## src/rtl/br_resolve.sv

```systemverilog
// Branch resolution consumer: tracks the oldest outstanding mispredict, flushes and redirects
// the frontend once it commits, and emits predictor updates and branch statistics.
module br_resolve #(
    parameter int unsigned ROB_DEPTH = 16,
    parameter int unsigned ROB_IDX   = $clog2(ROB_DEPTH),
    parameter int unsigned XLEN      = 32
) (
    input  logic               clk,
    input  logic               rst,
    input  logic               br_valid,
    input  logic [ROB_IDX-1:0] br_rob_id,
    input  logic [XLEN-1:0]    br_pc,
    input  logic               br_taken,
    input  logic [XLEN-1:0]    br_target,
    input  logic               br_miss_predict,
    input  logic [ROB_IDX-1:0] rob_head_id,
    input  logic               rob_commit_valid,
    input  logic [ROB_IDX-1:0] rob_commit_id,
    output logic               flush,
    output logic               redirect_valid,
    output logic [XLEN-1:0]    redirect_pc,
    input  logic               fe_redirect_ready,
    output logic               bp_upd_valid,
    output logic [XLEN-1:0]    bp_upd_pc,
    output logic               bp_upd_taken,
    output logic [XLEN-1:0]    bp_upd_target,
    output logic [31:0]        branch_count,
    output logic [31:0]        mispredict_count
);

    typedef enum logic [1:0] {StIdle, StPending, StFlush, StRedirect} state_e;

    state_e             state_q;
    logic [ROB_IDX-1:0] pend_id_q;
    logic [XLEN-1:0]    pend_target_q;

    logic [ROB_IDX-1:0] br_age;
    logic [ROB_IDX-1:0] pend_age;
    logic               accept_br;
    logic               commit_hit;
    logic               take_miss;

    // Modular distance from the ROB head; wraps naturally at ROB_IDX bits.
    assign br_age   = br_rob_id - rob_head_id;
    assign pend_age = pend_id_q - rob_head_id;

    // Results arriving while a flush/redirect is in flight belong to squashed ops.
    assign accept_br  = br_valid && ((state_q == StIdle) || (state_q == StPending));
    assign commit_hit = (state_q == StPending) && rob_commit_valid &&
                        (rob_commit_id == pend_id_q);
    assign take_miss  = accept_br && br_miss_predict &&
                        ((state_q == StIdle) || (br_age < pend_age));

    always_ff @(posedge clk) begin
        if (rst) begin
            state_q          <= StIdle;
            pend_id_q        <= '0;
            pend_target_q    <= '0;
            flush            <= 1'b0;
            redirect_valid   <= 1'b0;
            redirect_pc      <= '0;
            bp_upd_valid     <= 1'b0;
            bp_upd_pc        <= '0;
            bp_upd_taken     <= 1'b0;
            bp_upd_target    <= '0;
            branch_count     <= '0;
            mispredict_count <= '0;
        end else begin
            bp_upd_valid <= accept_br;
            if (accept_br) begin
                bp_upd_pc     <= br_pc;
                bp_upd_taken  <= br_taken;
                bp_upd_target <= br_target;
                branch_count  <= branch_count + 32'd1;
            end

            flush <= 1'b0;

            unique case (state_q)
                StIdle: begin
                    if (take_miss) begin
                        pend_id_q     <= br_rob_id;
                        pend_target_q <= br_target;
                        state_q       <= StPending;
                    end
                end
                StPending: begin
                    // A same-cycle younger mispredict is dropped in favour of the commit.
                    if (commit_hit) begin
                        flush          <= 1'b1;
                        redirect_valid <= 1'b1;
                        redirect_pc    <= pend_target_q;
                        state_q        <= StFlush;
                    end else if (take_miss) begin
                        pend_id_q     <= br_rob_id;
                        pend_target_q <= br_target;
                    end
                end
                StFlush: begin
                    mispredict_count <= mispredict_count + 32'd1;
                    if (fe_redirect_ready) begin
                        redirect_valid <= 1'b0;
                        state_q        <= StIdle;
                    end else begin
                        state_q <= StRedirect;
                    end
                end
                StRedirect: begin
                    if (fe_redirect_ready) begin
                        redirect_valid <= 1'b0;
                        state_q        <= StIdle;
                    end
                end
                default: state_q <= StIdle;
            endcase
        end
    end

endmodule

```

## config.mk

```make
export PLATFORM = sky130hd
export DESIGN_NAME = br_resolve
export DESIGN_NICKNAME = d
export VERILOG_FILES = /design/src/rtl/br_resolve.sv
export SDC_FILE = /design/constraint.sdc
export NUM_CORES = 1
export LEC_CHECK = 0
export ABC_AREA = 1
export CAP_MARGIN = 0
export CORE_ASPECT_RATIO = 2
export CORE_MARGIN = 2
export CORE_UTILIZATION = 35
export DETAILED_ROUTE_END_ITERATION = 16
export MAX_ROUTING_LAYER = met4
export PLACE_DENSITY = 0.62
export SYNTH_ARGS = -nofsm -noshare
export SYNTH_HDL_FRONTEND = slang
export SYNTH_SLANG_ARGS = --single-unit
export TNS_END_PERCENT = 100
```

## constraint.sdc

```tcl
create_clock -name clk -period 5.01 [get_ports clk]
set_input_delay 1.002 -clock clk [delete_from_list [all_inputs] [get_ports clk]]
set_output_delay 1.002 -clock clk [all_outputs]
set_load 0.05 [all_outputs]
```

==> run summary, run 1 <==
Drt wl/cell = 15.0 um
Clock Tree Buf Depth = 3
Post-layout worst setup margin = 1820 ps
Die area = 0.0264 mm2
CP max-delay cell = clkdlybuf4s50_1
GRT overflow = 0
HP Class = reg -> reg
Area grow syn2layout = 38.6%
Worst-Margin Slew = 1110 ps
Final Hold Viols = 0
Critical path startpoint category = input pin
Cell Rows = 81
Status = complete, no violations
Pins Over Slew Limit = 0
Total routed wirelength = 26700 um
Diode count = 0
H-Tree Depth = 1
CP required = 5410 ps
Initial antenna violation count = 0
CTS Sinks = 202
Most frequent cells in the layout = 295 x nor2_1, 246 x clkdlybuf4s50_1, 202 x dfxtp_1
Pwr Density = 341 mW/mm2
TritonCTS Buffers = 20
Layout cells sized above 1 = 0.0470
Kind of cell adding the most delay to the critical path = buffers and inverters
Fillers = 2501
Synthesized area = 0.00876 mm2
Syn Inst Count = 1216
Synth unique cells = 35
Most used cell, CP = nand2_1
Worst path bufs/invs = 3
Iter 0 DRT Violations = 412
Number of global-route vias before repair = 8065
Worst-path clk slew = 60 ps
Yosys warns = 0
CORE AREA = 0.0245 mm2
Synth Area per Inst = 7.20 um2
Crit path cell chain = clkdlybuf4s50_1 > inv_1 > ha_1 > nand2_1 > o21ai_0 > xor2_1 > ha_1 > a21oi_1 > nand2_1 > nand2_2 > buf_4 > nand4_1 > nand2_1 > nor2_1
Die X = 116 um
#FFs+latches synth = 202
Cell leakage power = 0.00494 uW
Post-layout min period = 3190 ps
Highest clock rate = 313 MHz
Clock Skews = 10.8 ps
IO buf count = 246
Slew headroom = 0.261
Post-Place Setup Slack = 1260 ps
I/O pins = 247
DR vias = 8424
Final Net Count = 1529
First-pass GRT wire length = 41100 um
Syn Nets = 1312
Total negative setup slack = 0 ps
Critical path arrival = 3590 ps
Die height = 228 um
Via density = 4.74
CTS tree = built
Sequential area share after synthesis = 0.462
Post-detailed-route count of antenna-violating nets = 0
Clock Tree Root = clkbuf_16
RSZ-0062 raised after global routing = no
Worst stage delay on the critical path = 520 ps
Peak supply drop = 310 uV
CP Max Fanout = 36
DRC viols = 0
Post-CTS Resized = 0
Initial Util = 0.357
Most common cell after layout, fill and taps aside = nor2_1
Tcrit/Tclk final = 0.637
Largest net degree at the start of global routing = 125
Drt first pass iters = 5
GPL Wtd Cong = 0.957
Hold buffers post-CTS = 0
Final HPWL from detailed placement = 19200 um
Post-CTS Setup Inserts = 0
All-layer global routing usage = 0.201
CP Class = in -> reg
Clock Latency Late Sink = 510 ps
Max Cap Violations = 0
Critical path capture point type = flip-flop
Endpoints failing setup = 0
-- cells by family after synthesis --
kind of cell | Yosys count | share of synthesized area
adder cells (fa/ha/maj) | 13 | 0.0203
AND/OR/NAND/NOR | 596 | 0.296
XOR/XNOR | 20 | 0.0200
buffers and inverters | 189 | 0.0882
AO/OA/AOI/OAI | 196 | 0.114
flip-flops | 202 | 0.462
-- area by class of cell --
type                            count  area, um2  area share
Inverter                          132        498      0.0410
Multi-Input combinational cell    825       3940       0.325
Sequential cell                   202       4040       0.333
Timing Repair Buffer              252       2520       0.208
Clock buffer                       24        526      0.0433
Tap cell                          332        415      0.0342
Clock inverter                     12        196      0.0162
-- state kept, by name, indices dropped and copies added, names as in the netlist --
register	flops
state_q	2
pend_target_q	32
bp_upd_target	32
bp_upd_valid	1
flush	1
redirect_valid	1
mispredict_count	32
pend_id_q	4
bp_upd_pc	32
redirect_pc	32
bp_upd_taken	1
branch_count	32
-- path summary, 6_finish.rpt --
check / startpoint / end / slack [ps] / cells after the start
max: rob_head_id[1] / pend_target_q[29] / 1820 / 14
min: pend_target_q[25] / pend_target_q[25] / 470 / 2
max reg2reg: pend_id_q[0] / pend_target_q[29] / 2530 / 15
min reg2reg: pend_target_q[25] / pend_target_q[25] / 470 / 2
-- through the flow --
stage / cells / total power (uW) / hold slack (ps) / util / instance area (um2)
floorplan: 1216 / 2260 / 449 / - / 8760
global placement: 1743 / 2510 / 457 / 0.466 / 11400
detailed placement: 1743 / 2520 / 465 / 0.466 / 11400
CTS: 1779 / 4210 / 480 / 0.495 / 12100
global route: 1779 / 4330 / 503 / 0.495 / 12100
finish: 1779 / 4140 / 475 / 0.495 / 12100
-- routing by layer --
metal  up-vias  part of all wire  track usage
li1       4319                 -            -
met1      3823              0.37        0.207
met2       223              0.54        0.371
met3        59             0.044       0.0284
met4         0             0.042       0.0922
met5         -                 0            -
-- power by group --
group / total (uW) / internal [uW] / switching (uW)
Combinational: 726 / 260 / 466
Sequential: 1750 / 1700 / 51.9
Clock: 1670 / 1010 / 656
-- worst min-delay path: stages (launching register included) --
cell and delay, ps:
dfxtp_1 320, nor2_1 40, nor2_1 80
-- cells in the mapped netlist --
cell        n  area (um2)
nor2_1    295        1110
dfxtp_1   202        4040
nand2_1   164         616
inv_1     126         473
o21ai_0   123         616
a21oi_1    66         330
nand4_1    51         319
nand3_1    42         210
clkbuf_1   32         120
nor3_1     17        85.1
buf_2      11        55.1
ha_1       11         138
xor2_1     11        96.3
xnor2_1     9        78.8
nor2_2      8        50.1
inv_2       6        22.5
buf_1       5        18.8
buf_4       5        37.5
nor2_4      5        56.3
buf_6       4        45.0
and3_1      3        18.8
o21a_1      3        22.5
fa_1        2        40.0
nand2_2     2        12.5
nand2_4     2        22.5
nor2_8      2        40.0
a211oi_1    1        7.51
a21o_1      1        7.51
a31oi_1     1        6.26
nand2b_1    1        6.26
nand3_2     1        10.0
nand3_4     1        17.5
nor3_2      1        10.0
nor3b_1     1        7.51
o311ai_0    1        8.76
(Power assumes the default switching activity.)
==> inputs of run 2 (changes only) <==
--- a/config.mk
+++ b/config.mk
@@ -12,7 +12,7 @@
 export CORE_UTILIZATION = 35
 export DETAILED_ROUTE_END_ITERATION = 16
 export MAX_ROUTING_LAYER = met4
-export PLACE_DENSITY = 0.62
+export PLACE_DENSITY = 0.64
 export SYNTH_ARGS = -nofsm -noshare
 export SYNTH_HDL_FRONTEND = slang
 export SYNTH_SLANG_ARGS = --single-unit
==> constraint.sdc (replaced) <==
create_clock -name clk -period 2.9 [get_ports clk]
set_input_delay 0.58 -clock clk [delete_from_list [all_inputs] [get_ports clk]]
set_output_delay 0.58 -clock clk [all_outputs]
set_load 0.05 [all_outputs]
==> run 2 against run 1 <==
  * Setup slack got worse by 1500 ps
  * Largest power group unchanged
  * Core utilization grew 0.58 points
  * Clock skew decreased by 3.8 ps
  * Via count grew 0.11%
  * Non-clock buffer count rose by 20
  * Critical path depth rose by 1
  * Sequential cell count unchanged
  * Combinational power rose by 79%
  * Clock-buffer cell count increased by 5
  * First-iteration DRC count is 9.5% lower
  * Register-to-register slack got worse by 2000 ps
  * Sequential power rose by 73%
==> run summary, run 2 (same netlist as run 1, synthesis figures left out) <==
TritonCTS Buffers = 20 (unchanged)
Worst-path clk slew = 60 ps (about the same)
CORE AREA = 0.0245 mm2 (unchanged)
Layout cells sized above 1 = 0.0581 (was 0.0470)
Iter 0 DRT Violations = 373 (was 412)
Worst-Margin Slew = 595 ps (was 1110 ps)
Worst stage delay on the critical path = 490 ps (was 520 ps)
Post-detailed-route count of antenna-violating nets = 0 (unchanged)
GRT overflow = 0 (unchanged)
Initial antenna violation count = 0 (unchanged)
First-pass GRT wire length = 41900 um (was 41100 um)
Most frequent cells in the layout = 295 x nor2_1, 246 x clkdlybuf4s50_1, 202 x dfxtp_1 (unchanged)
Clock Skews = 6.99 ps (was 10.8 ps)
WHS Endpoint = pend_target_q[29] (was pend_target_q[25])
DRC viols = 0 (unchanged)
Number of global-route vias before repair = 8267 (was 8065)
Max Cap Violations = 0 (unchanged)
I/O pins = 247 (unchanged)
Clock Latency Late Sink = 500 ps (was 510 ps)
Crit path cell chain = clkdlybuf4s50_1 > inv_1 > ha_1 > nand2_1 > o21ai_0 > xor2_1 > ha_1 > a21oi_1 > nand2_1 > nand2_2 > inv_1 > nor2_8 > buf_4 > nor2_1 > nor2_1 (was clkdlybuf4s50_1 > inv_1 > ha_1 > nand2_1 > o21ai_0 > xor2_1 > ha_1 > a21oi_1 > nand2_1 > nand2_2 > buf_4 > nand4_1 > nand2_1 > nor2_1)
Critical path capture point type = flip-flop (unchanged)
Hold buffers post-CTS = 0 (unchanged)
Cell Rows = 81 (unchanged)
Tcrit/Tclk final = 0.892
CP Max Fanout = 8 (was 36)
Diode count = 0 (unchanged)
Pwr Density = 573 mW/mm2 (was 341 mW/mm2)
Critical path startpoint category = input pin (unchanged)
CP Class = in -> reg (unchanged)
HP Class = reg -> reg (unchanged)
Hold path startpoint = pend_target_q[29] (was pend_target_q[25])
Clock Tree Root = clkbuf_16 (unchanged)
Final Power = 7040 uW (was 4140 uW)
Most common cell after layout, fill and taps aside = nor2_1 (unchanged)
RSZ-0062 raised after global routing = no (unchanged)
Endpoints failing setup = 0 (unchanged)
Hold path cells = 2 (unchanged)
Largest net degree at the start of global routing = 88 (was 125)
Drt first pass iters = 4 (was 5)
Area after DPL = 0.0116 mm2 (was 0.0114 mm2)
Post-CTS Resized = 0 (unchanged)
CTS Sinks = 202 (unchanged)
Die height = 228 um (unchanged)
Final Hold Viols = 0 (unchanged)
DR vias = 8433 (was 8424)
Die area = 0.0264 mm2 (unchanged)
GPL Wtd Cong = 0.903 (was 0.957)
Cell leakage power = 0.00503 uW (was 0.00494 uW)
Post-CTS Setup Inserts = 0 (unchanged)
Critical path arrival = 3020 ps (was 3590 ps)
Highest clock rate = 387 MHz
Final HPWL from detailed placement = 19900 um (was 19200 um)
H-Tree Depth = 1 (unchanged)
IO buf count = 246 (unchanged)
Slew headroom = 0.602 (was 0.261)
Peak supply drop = 441 uV (was 310 uV)
CP required = 3330 ps (was 5410 ps)
Die X = 116 um (unchanged)
Area grow syn2layout = 40.3% (was 38.6%)
Via density = 4.70 (was 4.74)
Status = complete, no violations (unchanged)
Final Net Count = 1549 (was 1529)
Initial Util = 0.357 (unchanged)
Total routed wirelength = 27000 um (was 26700 um)
Post-layout min period = 2590 ps
Drt wl/cell = 15.0 um (about the same)
Finished Cell Area = 0.0123 mm2 (was 0.0121 mm2)
Total negative setup slack = 0 ps (unchanged)
FF-to-FF End = pend_target_q[2] (was pend_target_q[29])
R2r setup slk = 570 ps (was 2530 ps)
Post-layout worst setup margin = 313 ps (was 1820 ps)
RR Startpoint = pend_id_q[0] (unchanged)
CTS tree = built (unchanged)
All-layer global routing usage = 0.205 (was 0.201)
Clock Tree Buf Depth = 3 (unchanged)
CP max-delay cell = clkdlybuf4s50_1 (unchanged)
Pins Over Slew Limit = 0 (unchanged)
Post-Place Setup Slack = -201 ps (was 1260 ps)
R2R depth = 16 (was 15)
run 2: cell count changes in the layout (fill, tap and decap cells not counted):
cell	delta
buf_4	+17
clkbuf_8	+4
clkinv_2	-4
buf_12	+3
bufinv_16	-3
clkbuf_16	+1
clkinv_8	-1
run 2: worst max-delay path by stage:
stage	startpoint	end	slack, ps	depth (start not counted)
floorplan	br_rob_id[0]	pend_target_q[11]	390	14
global placement	rob_head_id[1]	pend_target_q[18]	-190	15
detailed placement	rob_head_id[1]	pend_target_q[2]	-200	15
CTS	rob_head_id[1]	pend_target_q[2]	310	15
global route	rob_head_id[2]	pend_target_q[24]	140	15
finish	rob_head_id[1]	pend_target_q[2]	310	15
run 2: through the flow:
step / hold WS (ps) / util / std cells
2_1_floorplan: 449 / - / 1216
6_report: 478 / 0.501 / 1796
3_3_place_gp: 459 / 0.473 / 1763
3_5_place_dp: 467 / 0.473 / 1763
5_1_grt: 504 / 0.501 / 1796
4_1_cts: 481 / 0.501 / 1796
run 2: final cells by class:
class	instances	area (um2)
clock inverter	4	70.1
inverter	132	498
multi-input combinational	825	3940
fill	2452	12200
clock buffer	29	606
timing repair buffer	272	2710
sequential	202	4040
tap	332	415
run 2: worst max-delay path, delay by kind of cell:
kind	cells	cell delay, ps
simple gates	6	530
fa+ha+maj	2	540
xor+xnor	1	170
compound gates	2	330
buf+inv	4	860
run 2: report_power, final:
| group | internal [uW] | switching [uW] |
|---|---|---|
| clock | 1620 | 1090 |
| sequential | 2940 | 93.9 |
| combinational | 484 | 815 |
| total | 5040 | 2000 |
run 2: per-layer routing:
layer,part of all wire,track usage,vias up
met5,0,-,-
met4,0.040,0.0887,0
met3,0.043,0.0286,58
met2,0.54,0.381,211
met1,0.37,0.211,3800
li1,-,-,4364
==> inputs of run 3 (changes only) <==
--- a/config.mk
+++ b/config.mk
@@ -11,7 +11,6 @@
 export CORE_MARGIN = 2
 export CORE_UTILIZATION = 35
 export DETAILED_ROUTE_END_ITERATION = 16
-export MAX_ROUTING_LAYER = met4
 export PLACE_DENSITY = 0.64
 export SYNTH_ARGS = -nofsm -noshare
 export SYNTH_HDL_FRONTEND = slang
==> run 3 against run 2 <==
  * Via count rose by 0.74%
  * Sequential share of layout area barely moved
  * Global-route usage fell by 0.70 points
  * Sequential power barely moved
  * Largest power group unchanged
==> run summary, run 3 (same netlist as run 1, synthesis figures left out) <==
Status = complete, no violations (unchanged)
Total routed wirelength = 26700 um (was 27000 um)
Die X = 116 um (unchanged)
Worst-Margin Slew = 588 ps (was 595 ps)
WHS Endpoint = pend_target_q[6] (was pend_target_q[29])
Placed insts = 1760 (was 1763)
Max Cap Violations = 0 (unchanged)
CP required = 3340 ps (was 3330 ps)
Hold buffers post-CTS = 0 (unchanged)
Final HPWL from detailed placement = 19600 um (was 19900 um)
Fillers = 2461 (was 2452)
Cell leakage power = 0.00501 uW (was 0.00503 uW)
RSZ-0062 raised after global routing = no (unchanged)
Post-detailed-route count of antenna-violating nets = 0 (unchanged)
Largest net degree at the start of global routing = 91 (was 88)
FF-to-FF End = pend_target_q[18] (was pend_target_q[2])
Most frequent cells in the layout = 295 x nor2_1, 246 x clkdlybuf4s50_1, 202 x dfxtp_1 (unchanged)
Clock Skews = 12.0 ps (was 6.99 ps)
Pwr Density = 580 mW/mm2 (was 573 mW/mm2)
Initial Util = 0.357 (unchanged)
Initial antenna violation count = 2 (was 0)
All-layer global routing usage = 0.198 (was 0.205)
Iter 0 DRT Violations = 417 (was 373)
GRT overflow = 0 (unchanged)
Fin cells = 1797 (was 1796)
Hold path cells = 2 (unchanged)
H-Tree Depth = 1 (unchanged)
Post-CTS Setup Inserts = 0 (unchanged)
Final Power = 7120 uW (was 7040 uW)
CP Class = in -> reg (unchanged)
I/O pins = 247 (unchanged)
Slew headroom = 0.607 (was 0.602)
CTS Sinks = 202 (unchanged)
CP max-delay cell = clkdlybuf4s50_1 (unchanged)
HP Class = reg -> reg (unchanged)
Post-CTS Resized = 0 (unchanged)
Clock Latency Late Sink = 510 ps (was 500 ps)
CORE AREA = 0.0245 mm2 (unchanged)
Clock Tree Root = clkbuf_16 (unchanged)
Number of global-route vias before repair = 8221 (was 8267)
Hold path startpoint = pend_target_q[6] (was pend_target_q[29])
Finished Cell Area = 0.0123 mm2 (about the same)
GPL Wtd Cong = 0.913 (was 0.903)
CP Max Fanout = 18 (was 8)
Layout cells sized above 1 = 0.0574 (was 0.0581)
Cell Rows = 81 (unchanged)
R2R depth = 13 (was 16)
RR Startpoint = pend_id_q[2] (was pend_id_q[0])
Worst stage delay on the critical path = 450 ps (was 490 ps)
First-pass GRT wire length = 41900 um (about the same)
DR vias = 8495 (was 8433)
TritonCTS Buffers = 20 (unchanged)
Drt first pass iters = 4 (unchanged)
Post-layout worst setup margin = 260 ps (was 313 ps)
Drt wl/cell = 14.9 um (was 15.0 um)
Via density = 4.73 (was 4.70)
Worst-path clk slew = 70 ps (was 60 ps)
R2r setup slk = 560 ps (was 570 ps)
Critical path startpoint category = input pin (unchanged)
Crit path cell chain = clkdlybuf4s50_1 > inv_1 > ha_1 > a21oi_1 > o21ai_0 > xor2_1 > ha_1 > a21oi_1 > nand2_1 > nand2_2 > inv_1 > nor2_8 > buf_12 > nor2_1 > nor2_1 (was clkdlybuf4s50_1 > inv_1 > ha_1 > nand2_1 > o21ai_0 > xor2_1 > ha_1 > a21oi_1 > nand2_1 > nand2_2 > inv_1 > nor2_8 > buf_4 > nor2_1 > nor2_1)
Pins Over Slew Limit = 0 (unchanged)
Post-layout min period = 2640 ps (was 2590 ps)
Core Util, Final = 0.501 (about the same)
Highest clock rate = 379 MHz (was 387 MHz)
Critical path arrival = 3080 ps (was 3020 ps)
DRC viols = 0 (unchanged)
Endpoints failing setup = 0 (unchanged)
Final Hold Viols = 0 (unchanged)
Final Net Count = 1546 (was 1549)
Area after DPL = 0.0116 mm2 (about the same)
Critical path capture point type = flip-flop (unchanged)
Tcrit/Tclk final = 0.910 (was 0.892)
Post-Place Setup Slack = -255 ps (was -201 ps)
Clock Tree Buf Depth = 3 (unchanged)
Peak supply drop = 479 uV (was 441 uV)
Die height = 228 um (unchanged)
Die area = 0.0264 mm2 (unchanged)
IO buf count = 246 (unchanged)
Area grow syn2layout = 40.3% (about the same)
CTS tree = built (unchanged)
Most common cell after layout, fill and taps aside = nor2_1 (unchanged)
run 3: changes by cell type in the layout (fill, tap and decap cells not counted), sizes merged:
cell      delta
clkbuf       -6
clkinv       +4
buf          -3
bufinv       +2
clkinvlp     +2
diode        +2
run 3: worst max-delay path by stage:
stage | from | end | cells after the start
CTS | rob_head_id[2] | pend_target_q[18] | 15
global route | rob_head_id[1] | pend_target_q[10] | 15
finish | rob_head_id[2] | pend_target_q[18] | 15
floorplan | br_rob_id[0] | pend_target_q[11] | 14
global placement | rob_head_id[1] | pend_target_q[21] | 15
detailed placement | rob_head_id[2] | pend_target_q[18] | 15
run 3: through the flow:
stage               setup TNS, ps  hold slack (ps)
finish                          0              478
global route                    0              501
CTS                             0              481
detailed placement          -8160              465
global placement            -6820              458
floorplan                       0              449
run 3: area by class of cell:
class,instances,area (um2),area share
Inverter,132,498,0.0405
Clock inverter,12,184,0.0150
Tap cell,332,415,0.0338
Antenna cell,2,5.00,0.000407
Clock buffer,23,512,0.0417
Multi-Input combinational cell,825,3940,0.321
Sequential cell,202,4040,0.329
Timing Repair Buffer,269,2690,0.219
run 3: metal layers:
layer / global-route usage / wire [um]
met1: 0.211 / 9970
met2: 0.371 / 14200
met3: 0.0289 / 1220
met4: 0.0998 / 1310
met5: 0 / 0
run 3: where the power goes:
| group | switching, uW | internal, uW | total [uW] |
|---|---|---|---|
| registers | 92.8 | 2930 | 3030 |
| logic | 814 | 481 | 1290 |
| clock network | 1160 | 1640 | 2800 |
run 3: critical path, delay by kind of cell:
family                   cells  cell delay (ps)
AO/OA/AOI/OAI                3              450
XOR/XNOR                     1              160
adder cells (fa/ha/maj)      2              630
buffers and inverters        4              760
AND/OR/NAND/NOR              5              490
